--- src/rtl/hamming_pkg.sv ---
// Shared constants, data-position table and helpers for the extended Hamming (16,11) SECDED code.
package hamming_pkg;

    localparam int unsigned DATA_W = 11;
    localparam int unsigned CODE_W = 16;
    localparam int unsigned SYN_W  = 4;

    // Codeword position of data bit k, ascending; positions 0/1/2/4/8 carry parity.
    localparam logic [SYN_W-1:0] DATA_POS [DATA_W] = '{
        4'd3, 4'd5, 4'd6, 4'd7, 4'd9, 4'd10, 4'd11, 4'd12, 4'd13, 4'd14, 4'd15
    };

    typedef enum logic [1:0] {
        ERR_NONE,
        ERR_SINGLE,
        ERR_DOUBLE
    } err_kind_t;

    function automatic logic [DATA_W-1:0] extract_data(input logic [CODE_W-1:0] code);
        logic [DATA_W-1:0] d;
        d = '0;
        for (int unsigned k = 0; k < DATA_W; k++) begin
            d[k[3:0]] = code[DATA_POS[k]];
        end
        return d;
    endfunction

    function automatic err_kind_t classify(input logic [SYN_W-1:0] syn, input logic par);
        if (par) begin
            return ERR_SINGLE;
        end else if (syn != '0) begin
            return ERR_DOUBLE;
        end
        return ERR_NONE;
    endfunction

endpackage

--- src/rtl/hamming_syndrome.sv ---
// Combinational syndrome and overall-parity generator for a 16-bit extended Hamming codeword.
module hamming_syndrome
    import hamming_pkg::*;
(
    input  logic [CODE_W-1:0] code,
    output logic [SYN_W-1:0]  syn,
    output logic              par
);

    always_comb begin
        syn = '0;
        for (int unsigned i = 1; i < CODE_W; i++) begin
            if (code[i[3:0]]) begin
                syn = syn ^ i[3:0];
            end
        end
        par = ^code;
    end

endmodule

--- src/rtl/hamming_decoder_secded.sv ---
// Two-stage valid/ready SECDED decoder for extended Hamming (16,11) codewords.
// Optional saturating error counters are built when HAMMING_DEC_COUNTERS_EN is defined.
module hamming_decoder_secded
    import hamming_pkg::*;
(
    input  logic        clk,
    input  logic        rst_n,
    input  logic        in_valid,
    output logic        in_ready,
    input  logic [15:0] c_h,
    output logic        out_valid,
    input  logic        out_ready,
    output logic [10:0] data_out,
    output logic        err_single,
    output logic        err_double,
    output logic [3:0]  syndrome
`ifdef HAMMING_DEC_COUNTERS_EN
    ,
    input  logic        cnt_clr,
    output logic [15:0] cnt_single,
    output logic [15:0] cnt_double
`endif
);

    logic              advance;
    logic [SYN_W-1:0]  syn_c;
    logic              par_c;

    logic              s1_valid;
    logic [CODE_W-1:0] s1_code;
    logic [SYN_W-1:0]  s1_syn;
    logic              s1_par;

    err_kind_t         kind;
    logic [CODE_W-1:0] fixed_code;
    logic [DATA_W-1:0] dec_data;

    hamming_syndrome u_syndrome (
        .code (c_h),
        .syn  (syn_c),
        .par  (par_c)
    );

    assign advance  = !out_valid || out_ready;
    // Held low while reset is asserted so every output reads 0 during reset.
    assign in_ready = advance && rst_n;

    always_comb begin
        kind       = classify(s1_syn, s1_par);
        fixed_code = s1_code;
        // s=0 with p=1 flips position 0, the overall parity bit, leaving data untouched.
        if (kind == ERR_SINGLE) begin
            fixed_code[s1_syn] = ~s1_code[s1_syn];
        end
        dec_data = extract_data(fixed_code);
    end

    always_ff @(posedge clk or negedge rst_n) begin
        if (!rst_n) begin
            s1_valid   <= 1'b0;
            s1_code    <= '0;
            s1_syn     <= '0;
            s1_par     <= 1'b0;
            out_valid  <= 1'b0;
            data_out   <= '0;
            err_single <= 1'b0;
            err_double <= 1'b0;
            syndrome   <= '0;
        end else if (advance) begin
            s1_valid  <= in_valid;
            out_valid <= s1_valid;
            if (in_valid) begin
                s1_code <= c_h;
                s1_syn  <= syn_c;
                s1_par  <= par_c;
            end
            if (s1_valid) begin
                data_out   <= dec_data;
                err_single <= (kind == ERR_SINGLE);
                err_double <= (kind == ERR_DOUBLE);
                syndrome   <= s1_syn;
            end
        end
    end

`ifdef HAMMING_DEC_COUNTERS_EN
    logic out_xfer;

    assign out_xfer = out_valid && out_ready;

    always_ff @(posedge clk or negedge rst_n) begin
        if (!rst_n) begin
            cnt_single <= '0;
            cnt_double <= '0;
        end else if (cnt_clr) begin
            cnt_single <= '0;
            cnt_double <= '0;
        end else if (out_xfer) begin
            if (err_single && (cnt_single != '1)) begin
                cnt_single <= cnt_single + 16'd1;
            end
            if (err_double && (cnt_double != '1)) begin
                cnt_double <= cnt_double + 16'd1;
            end
        end
    end
`endif

endmodule

--- config.mk ---
export PLATFORM = sky130hd
export DESIGN_NAME = hamming_decoder_secded
export DESIGN_NICKNAME = d
export VERILOG_FILES = /design/src/rtl/hamming_pkg.sv /design/src/rtl/hamming_syndrome.sv /design/src/rtl/hamming_decoder_secded.sv
export SDC_FILE = /design/constraint.sdc
export NUM_CORES = 1
export LEC_CHECK = 0
export CAP_MARGIN = 10
export CORE_MARGIN = 10
export CORE_UTILIZATION = 28
export DETAILED_ROUTE_END_ITERATION = 10
export HOLD_SLACK_MARGIN = 0.15
export SETUP_SLACK_MARGIN = 0.3
export SKIP_CTS_REPAIR_TIMING = 1
export SYNTH_ARGS = -nofsm -noshare
export SYNTH_HDL_FRONTEND = slang
export SYNTH_HIERARCHICAL = 1
export SYNTH_SLANG_ARGS = --single-unit
--- constraint.sdc ---
create_clock -name clk -period 1.95 [get_ports clk]
set_clock_uncertainty 0.15 [all_clocks]
set_input_delay 0.2925 -clock clk [delete_from_list [all_inputs] [get_ports clk]]
set_output_delay 0.2925 -clock clk [all_outputs]
set_load 0.01 [all_outputs]
# Word level (Yosys, flattened, before mapping)
# Index checks and enable logic that the tools add are counted.
dict set report word_totals {
  reg_bits 40
  inputBits 20
  out_inout_bits 19
  word_cells 62
}
dict set report op_classes {
  n_lt_le_gt_ge 2
  n_eq_ne 2
  n_mux 26
  n_bitwise 15
  reduce_logical 8
}
# op count
set ops {}
lappend ops {{$mux W4} 8}
lappend ops {{$bwmux W16} 1}
lappend ops {{$mux W16} 1}
lappend ops {{$reduce_xor A16 Y1} 1}
lappend ops {{$mux W3} 4}
lappend ops {{$not A2 Y2} 6}
lappend ops {{$not A3 Y3} 4}
lappend ops {{$mux W2} 5}
lappend ops {{$lt A4 B5 Y1 const B} 1}
lappend ops {{$mux W1} 5}
lappend ops {{$bmux W1 S4} 1}
lappend ops {{$demux W1 S4} 1}
lappend ops {{$ge A4 B1 Y1 const B} 1}
lappend ops {{$not A4 Y4} 1}
lappend ops {{$reduce_and A2 Y1} 2}
lappend ops {{$reduce_bool A4 Y1} 1}
lappend ops {{$not A1 Y1 const A} 3}
lappend ops {{$eq A2 B1 Y1 const B} 1}
lappend ops {{$eq A2 B2 Y1 const B} 1}
lappend ops {{$logic_and A1 B1 Y1} 2}
lappend ops {{$logic_not A1 Y1} 1}
lappend ops {{$logic_or A1 B1 Y1} 1}
lappend ops {{$not A1 Y1} 1}

# Longest topological paths before layout
# Gate-level depths: netlist (run 1).
dict set report depth {
  word_depth 26
  mapped_depth 6
  ltp_nobuf 5
}

# Modules after synthesis
# Netlist (run 1), hierarchy kept.
# mod instances cells_per_inst area_each_um2 seq_area_each_um2
set by_module_without_submodules {}
lappend by_module_without_submodules {hamming_decoder_secded 1 130 1545.2 875.8}
lappend by_module_without_submodules {hamming_syndrome 1 27 251.5 0.0}

# Worst setup path before layout (run 1)
# Ideal clock, no wire load.
dict set report synth_timing {
  kind {input -> register}
  from {input c_h[13]}
  to {register s1_par}
  setup_ns 0.125
  t_arrival_ns 1.253
  required_ns 1.675
  setup_slack_ns 0.422
  path_stages 5
  path_buffers 0
  cell_sequence {xnor2_1 -> xnor2_2 -> xor2_2 -> xor2_1 -> mux2_2}
}
dict set report synth_via {
  elab_chain_cells 1
}
# element line
set synth_rtl {}
lappend synth_rtl {{start: declaration} hamming_decoder_secded.sv:10} ;# input logic [15:0] c_h,
lappend synth_rtl {{$reduce_xor A16 Y1} hamming_syndrome.sv:17} ;# par = ^code;
lappend synth_rtl {{named net par_c} hamming_decoder_secded.sv:27} ;# logic par_c;
lappend synth_rtl {{end signal: assignment} hamming_decoder_secded.sv:75} ;# s1_par <= par_c;
lappend synth_rtl {{end: declaration} hamming_decoder_secded.sv:32} ;# logic s1_par;
# The timed path passes the listed nets, and every way through them passes these cells.
# A chain may end at the register's enable or synchronous reset.

# Worst setup path after layout (run 1)
dict set report layout_timing {
  from {input c_h[2]}
  to {register s1_par}
}
# The elaborated chain is that of the path after synthesis.

==> flow_summary.ini, run 1 <==
[clock_network]
clockBufferDepth = 2
cts_buffers = 5
cts_sinks = 35
cts_tree = done
cts_root_buffer = clkbuf_8
clk_latency_ps = 290
clk_pin_slew_ps = 60
htreeDepth = 2

[synth]
synthMuxAreaShare = 0.138
synthTopCellsByArea = dfrtp_1, mux2_2, xnor2_1
syn_nets = 177
synth_top_area_cell = dfrtp_1
synth_cells = 157
synth_fa_ha_area_frac = 0
synth_common_cells = dfrtp_1, mux2_2, xnor2_1
synth_compound_area_frac = 0.105
ys_seq_area_frac = 0.487
synth_xor_area_frac = 0.140
yosys.area_share.simple = 0.0954
avgSynthCellArea_um2 = 11.4
synth_edf_count = 0
synth.ff_latch_count = 35
ys_warn_count = 6
synth_area_um2 = 1800
synth_top_family_by_area = XOR/XNOR gates
yosysUniqueCellTypes = 23
yosysMostFrequentCell = dfrtp_1
ys.flop_type = dfrtp_1
async_flop_share = 1.00
yosysTopAreaCellShare = 0.487

[drt]
drc = 0
first_iter_violations = 52
wl_met3_um = 190
wl_per_cell_um = 14.3
detail_route.first_pass.iterations = 4
via_per_inst = 4.60
postRouteWirelength_um = 4110
drtAntennaViolNets = 0
top_layer = met4
wl_met2_um = 1900
num_vias = 1326
wl_met1_um = 1960

[floorplan]
design.core.area_um2 = 6280
ios = 39
die_h_um = 100
initial_core_util = 0.286
die_width_um = 100
rows = 29
dieArea_um2 = 10000

[power_and_ir_drop]
p_int_mw = 1.86
p_total_mw = 2.82
seqPwrFrac = 0.436
ir_worst_vdd_mv = 0.373
power.density_nw_per_um2 = 1090
p_sw_uw = 961
switching_share = 0.341
p_leak_nw = 1.24
pwr-share-clk = 0.178
pwr-share-comb = 0.386

[sta]
fin_crit_sh = 0.836
period_needed_ps = 1630
setup_ws_ps = 320
max_freq_mhz = 613
finalMaxSlewViolations = 0
rsz0062_at_grt = no
setup_viol = 0
slew_headroom = 0.712
hold_ws_ps = 161
hold_viol = 0
tightest_slew_ps = 432

[worst_setup_path]
r2r-end = data_out[4]
cp.required_ps = 1980
worstPathArrival_ps = 1660
worst_setup_path_end_kind = flop
r2r_start = s1_syn[2]
ff2ff_path_depth = 3
cp_max_fo = 2
critical_path_class = primary input to flop
start_kind = primary input
r2r_slack_ps = 450

[placement]
portBuffers = 38
dpl_cell_area_um2 = 2360
routabilityCongestion = 0.737
dpl_worst_slack_ps = -121
dp_hpwl_um = 3200

[cells_and_area]
design_area_um2 = 2590
drive_above_1_share = 0.289
finalNetCount = 230
syn2layout_area_growth_pct = 44.0
antennaDiodeCount = 0
fillers = 620
final_core_util = 0.412

[grt]
track_usage = 0.0808
antenna_found_initial = 0
overflow = 0
grt_pass1_vias = 1354
grt_max_degree = 36
grt_pass1_wl_um = 6510

[worst_hold_path]
worstHoldEndpoint = s1_code[10]
min_path_cells = 2
worstHoldPathType = primary input to flop
hold_start = c_h[10]

[status]
status = complete, no violations

[flow_run]
drv_cap = 0
==> layer usage <==
layer	GRT usage	up-vias
met4	0.0293	0
met3	0.0323	7
met1	0.0973	619
li1	-	666
met5	0	-
met2	0.127	34
==> worst max path at each step <==
| stage | start | to | slack (ps) | depth (start not counted) |
|---|---|---|---|---|
| 5_1_grt | c_h[2] | s1_par | 270 | 6 |
| 6_report | c_h[2] | s1_par | 320 | 6 |
| 2_1_floorplan | c_h[13] | s1_par | 420 | 5 |
| 3_3_place_gp | c_h[5] | s1_par | -110 | 6 |
| 4_1_cts | out_ready | in_ready | -100 | 4 |
| 3_5_place_dp | c_h[10] | s1_par | -120 | 7 |
==> state kept, by name (all words and copies together), names as in the netlist <==
signal / flops
s1_code: 11
data_out: 11
s1_par: 1
err_double: 1
syndrome: 4
err_single: 1
out_valid: 1
s1_valid: 1
s1_syn: 4
==> cells by family after synthesis <==
family / count (synthesis)
buf+inv: 12
flops: 35
compound gates: 34
mux: 22
xor+xnor: 27
simple gates: 27
==> placed cells by master, fill, tap and decap left out, types with 4 or more instances in the layout <==
cell	instances
a21oi_1	11
a31oi_1	11
buf_4	18
clkbuf_8	5
clkdlybuf4s50_1	7
dfrtp_1	33
dlymetal6s2s_1	31
mux2_2	22
nand2b_1	4
o21ai_0	10
or3_1	9
xnor2_1	15
xnor2_2	7
xor2_1	4
==> power groups by stage <==
stage / Clock [mW] / Sequential, mW / Combinational [mW]
finish: 0.501 / 1.23 / 1.09
global route: 0.547 / 1.28 / 1.20
CTS: 0.514 / 1.23 / 1.14
detailed placement: 0 / 1.25 / 1.13
global placement: 0 / 1.24 / 1.12
floorplan: 0 / 1.18 / 0.640
==> per-stage QoR <==
stage / setup TNS, ps / cells
global route: 0 / 288
CTS: -95.2 / 287
floorplan: 0 / 157
detailed placement: -1870 / 279
finish: 0 / 288
global placement: -1370 / 279
==> critical path: stages <==
cell	delay [ps]
clkdlybuf4s50_1	450
xnor2_2	210
xnor2_1	170
xnor2_1	120
xor2_1	160
mux2_2	250
==> area by class of cell <==
cell class              count  area (um2)  area share
multi-input cells         110         915       0.353
flip-flops and latches     35         878       0.339
repair buffers             57         613       0.237
well taps                  77        96.3      0.0372
clock buffers               7        76.3      0.0295
clock inverters             1        5.00     0.00193
inverters                   1        3.75     0.00145
Note: power is estimated with default switching activity, not from simulation.
==> run 2: changes to the inputs <==
Clock period 1.95 ns to 1.5 ns, I/O delays scaled along.
==> flow_summary.ini, run 2 (synthesis results as in run 1) <==
[sta]
hold_ws_ps = 129
setup_viol = 0
hold_viol = 0
rsz0062_at_grt = yes
slew_headroom = 0.701
tightest_slew_ps = 448
fin_crit_sh = 0.986
max_freq_mhz = 676
setup_ws_ps = 20.3
period_needed_ps = 1480
finalMaxSlewViolations = 0

[cells_and_area]
syn2layout_area_growth_pct = 55.4
reg_top3 = data_out: 11 flops, s1_code: 11 flops
design_area_um2 = 2790
antennaDiodeCount = 0
layout_commonest_cell = dfrtp_1
final_cell_mix = dfrtp_1, buf_4, mux2_4, dlymetal6s2s_1, clkbuf_2
fillers = 609
finalNetCount = 244
stdcell_count = 300
drive_above_1_share = 0.475

[worst_setup_path]
cp_max_fo = 10
worst_setup_path_end_kind = flop
cp.required_ps = 1510
worstPathArrival_ps = 1490
crit_family = flip-flops
slowest_stage = dfrtp_2
r2r_slack_ps = 20
critical_path_class = flop to flop
crit_chain = buf_4, nor4_4, nor2_1, mux2_4
start_kind = flop
path_buf_inv = 1
max_stage_delay_ps = 480

[clock_network]
clk_latency_ps = 280
cts_root_buffer = clkbuf_8
htreeDepth = 2
cts_buffers = 5
cts_tree = done
cts_sinks = 35
clockBufferDepth = 2
clk_pin_slew_ps = 60

[placement]
dpl_cell_area_um2 = 2480
portBuffers = 38
dpl_worst_slack_ps = -505
dp.cells = 284
dp_hpwl_um = 3260
routabilityCongestion = 0.710

[status]
status = complete, no violations

[drt]
wl_per_cell_um = 14.8
postRouteWirelength_um = 4430
num_vias = 1379
via_per_inst = 4.60
drc = 0
drtAntennaViolNets = 0
detail_route.first_pass.iterations = 4
first_iter_violations = 16

[power_and_ir_drop]
ir_worst_vdd_mv = 0.498
p_leak_nw = 1.35
power.density_nw_per_um2 = 1430

[floorplan]
design.core.area_um2 = 6280
die_width_um = 100
initial_core_util = 0.286
die_h_um = 100
rows = 29
ios = 39
dieArea_um2 = 10000

[grt]
antenna_found_initial = 0
grt_pass1_wl_um = 6910
grt_pass1_vias = 1417
overflow = 0
track_usage = 0.0840
grt_max_degree = 36

[flow_run]
drv_cap = 0

[worst_hold_path]
worstHoldPathType = primary input to flop
## run 2: cell count changes in the layout (fill, tap and decap cells not counted), sizes merged
| cell | before | now |
|---|---|---|
| dlymetal6s2s | 31 | 17 |
| clkinv | 1 | 0 |
| clkdlybuf4s50 | 7 | 2 |
| buf | 19 | 34 |
| clkbuf | 7 | 24 |
## run 2: worst reg2reg max path, stage by stage, from the launching register on
cell and delay, ps:
dfrtp_2 480, buf_4 170, nor4_4 250, nor2_1 60, mux2_4 250
## run 2: per-stage QoR
stage | setup TNS (ps) | util | power (mW)
6_report | 0 | 0.445 | 4.00
2_1_floorplan | 0 | - | 2.48
3_3_place_gp | -8680 | 0.395 | 3.25
3_5_place_dp | -8450 | 0.395 | 3.29
5_1_grt | -129 | 0.445 | 4.30
4_1_cts | -1960 | 0.407 | 3.90
## run 2: final cells by class
cell class              instances  area [um2]  share of cell area
inverters                       1        3.75             0.00134
flip-flops and latches         35         882               0.316
well taps                      77        96.3              0.0345
multi-input cells             110        1090               0.389
clock buffers                   6        72.6              0.0260
repair buffers                 71         651               0.233
## run 2: metal layers
layer | part of all wire | up-vias | track usage
li1 | - | 689 | -
met1 | 0.49 | 646 | 0.103
met2 | 0.44 | 38 | 0.130
met3 | 0.054 | 6 | 0.0337
met4 | 0.0099 | 0 | 0.0293
met5 | 0 | - | 0
## run 2: report_power, final
| group | leakage, nW | switching (mW) | internal [mW] |
|---|---|---|---|
| registers | 0.397 | 0.341 | 1.28 |
| clock network | 0.0371 | 0.295 | 0.309 |
| logic | 0.912 | 0.739 | 1.03 |
## run 2: worst paths after layout
| kind | startpoint | end | depth (start not counted) |
|---|---|---|---|
| worst max-delay path | s1_syn[0] | err_double | 4 |
| worst min-delay path | c_h[12] | s1_code[12] | 2 |
| worst max register to register | s1_syn[0] | err_double | 4 |
| worst min register to register | err_single | err_single | 1 |
| max in group asynchronous | rst_n | s1_syn[2] | 2 |
| min in group asynchronous | rst_n | syndrome[0] | 2 |
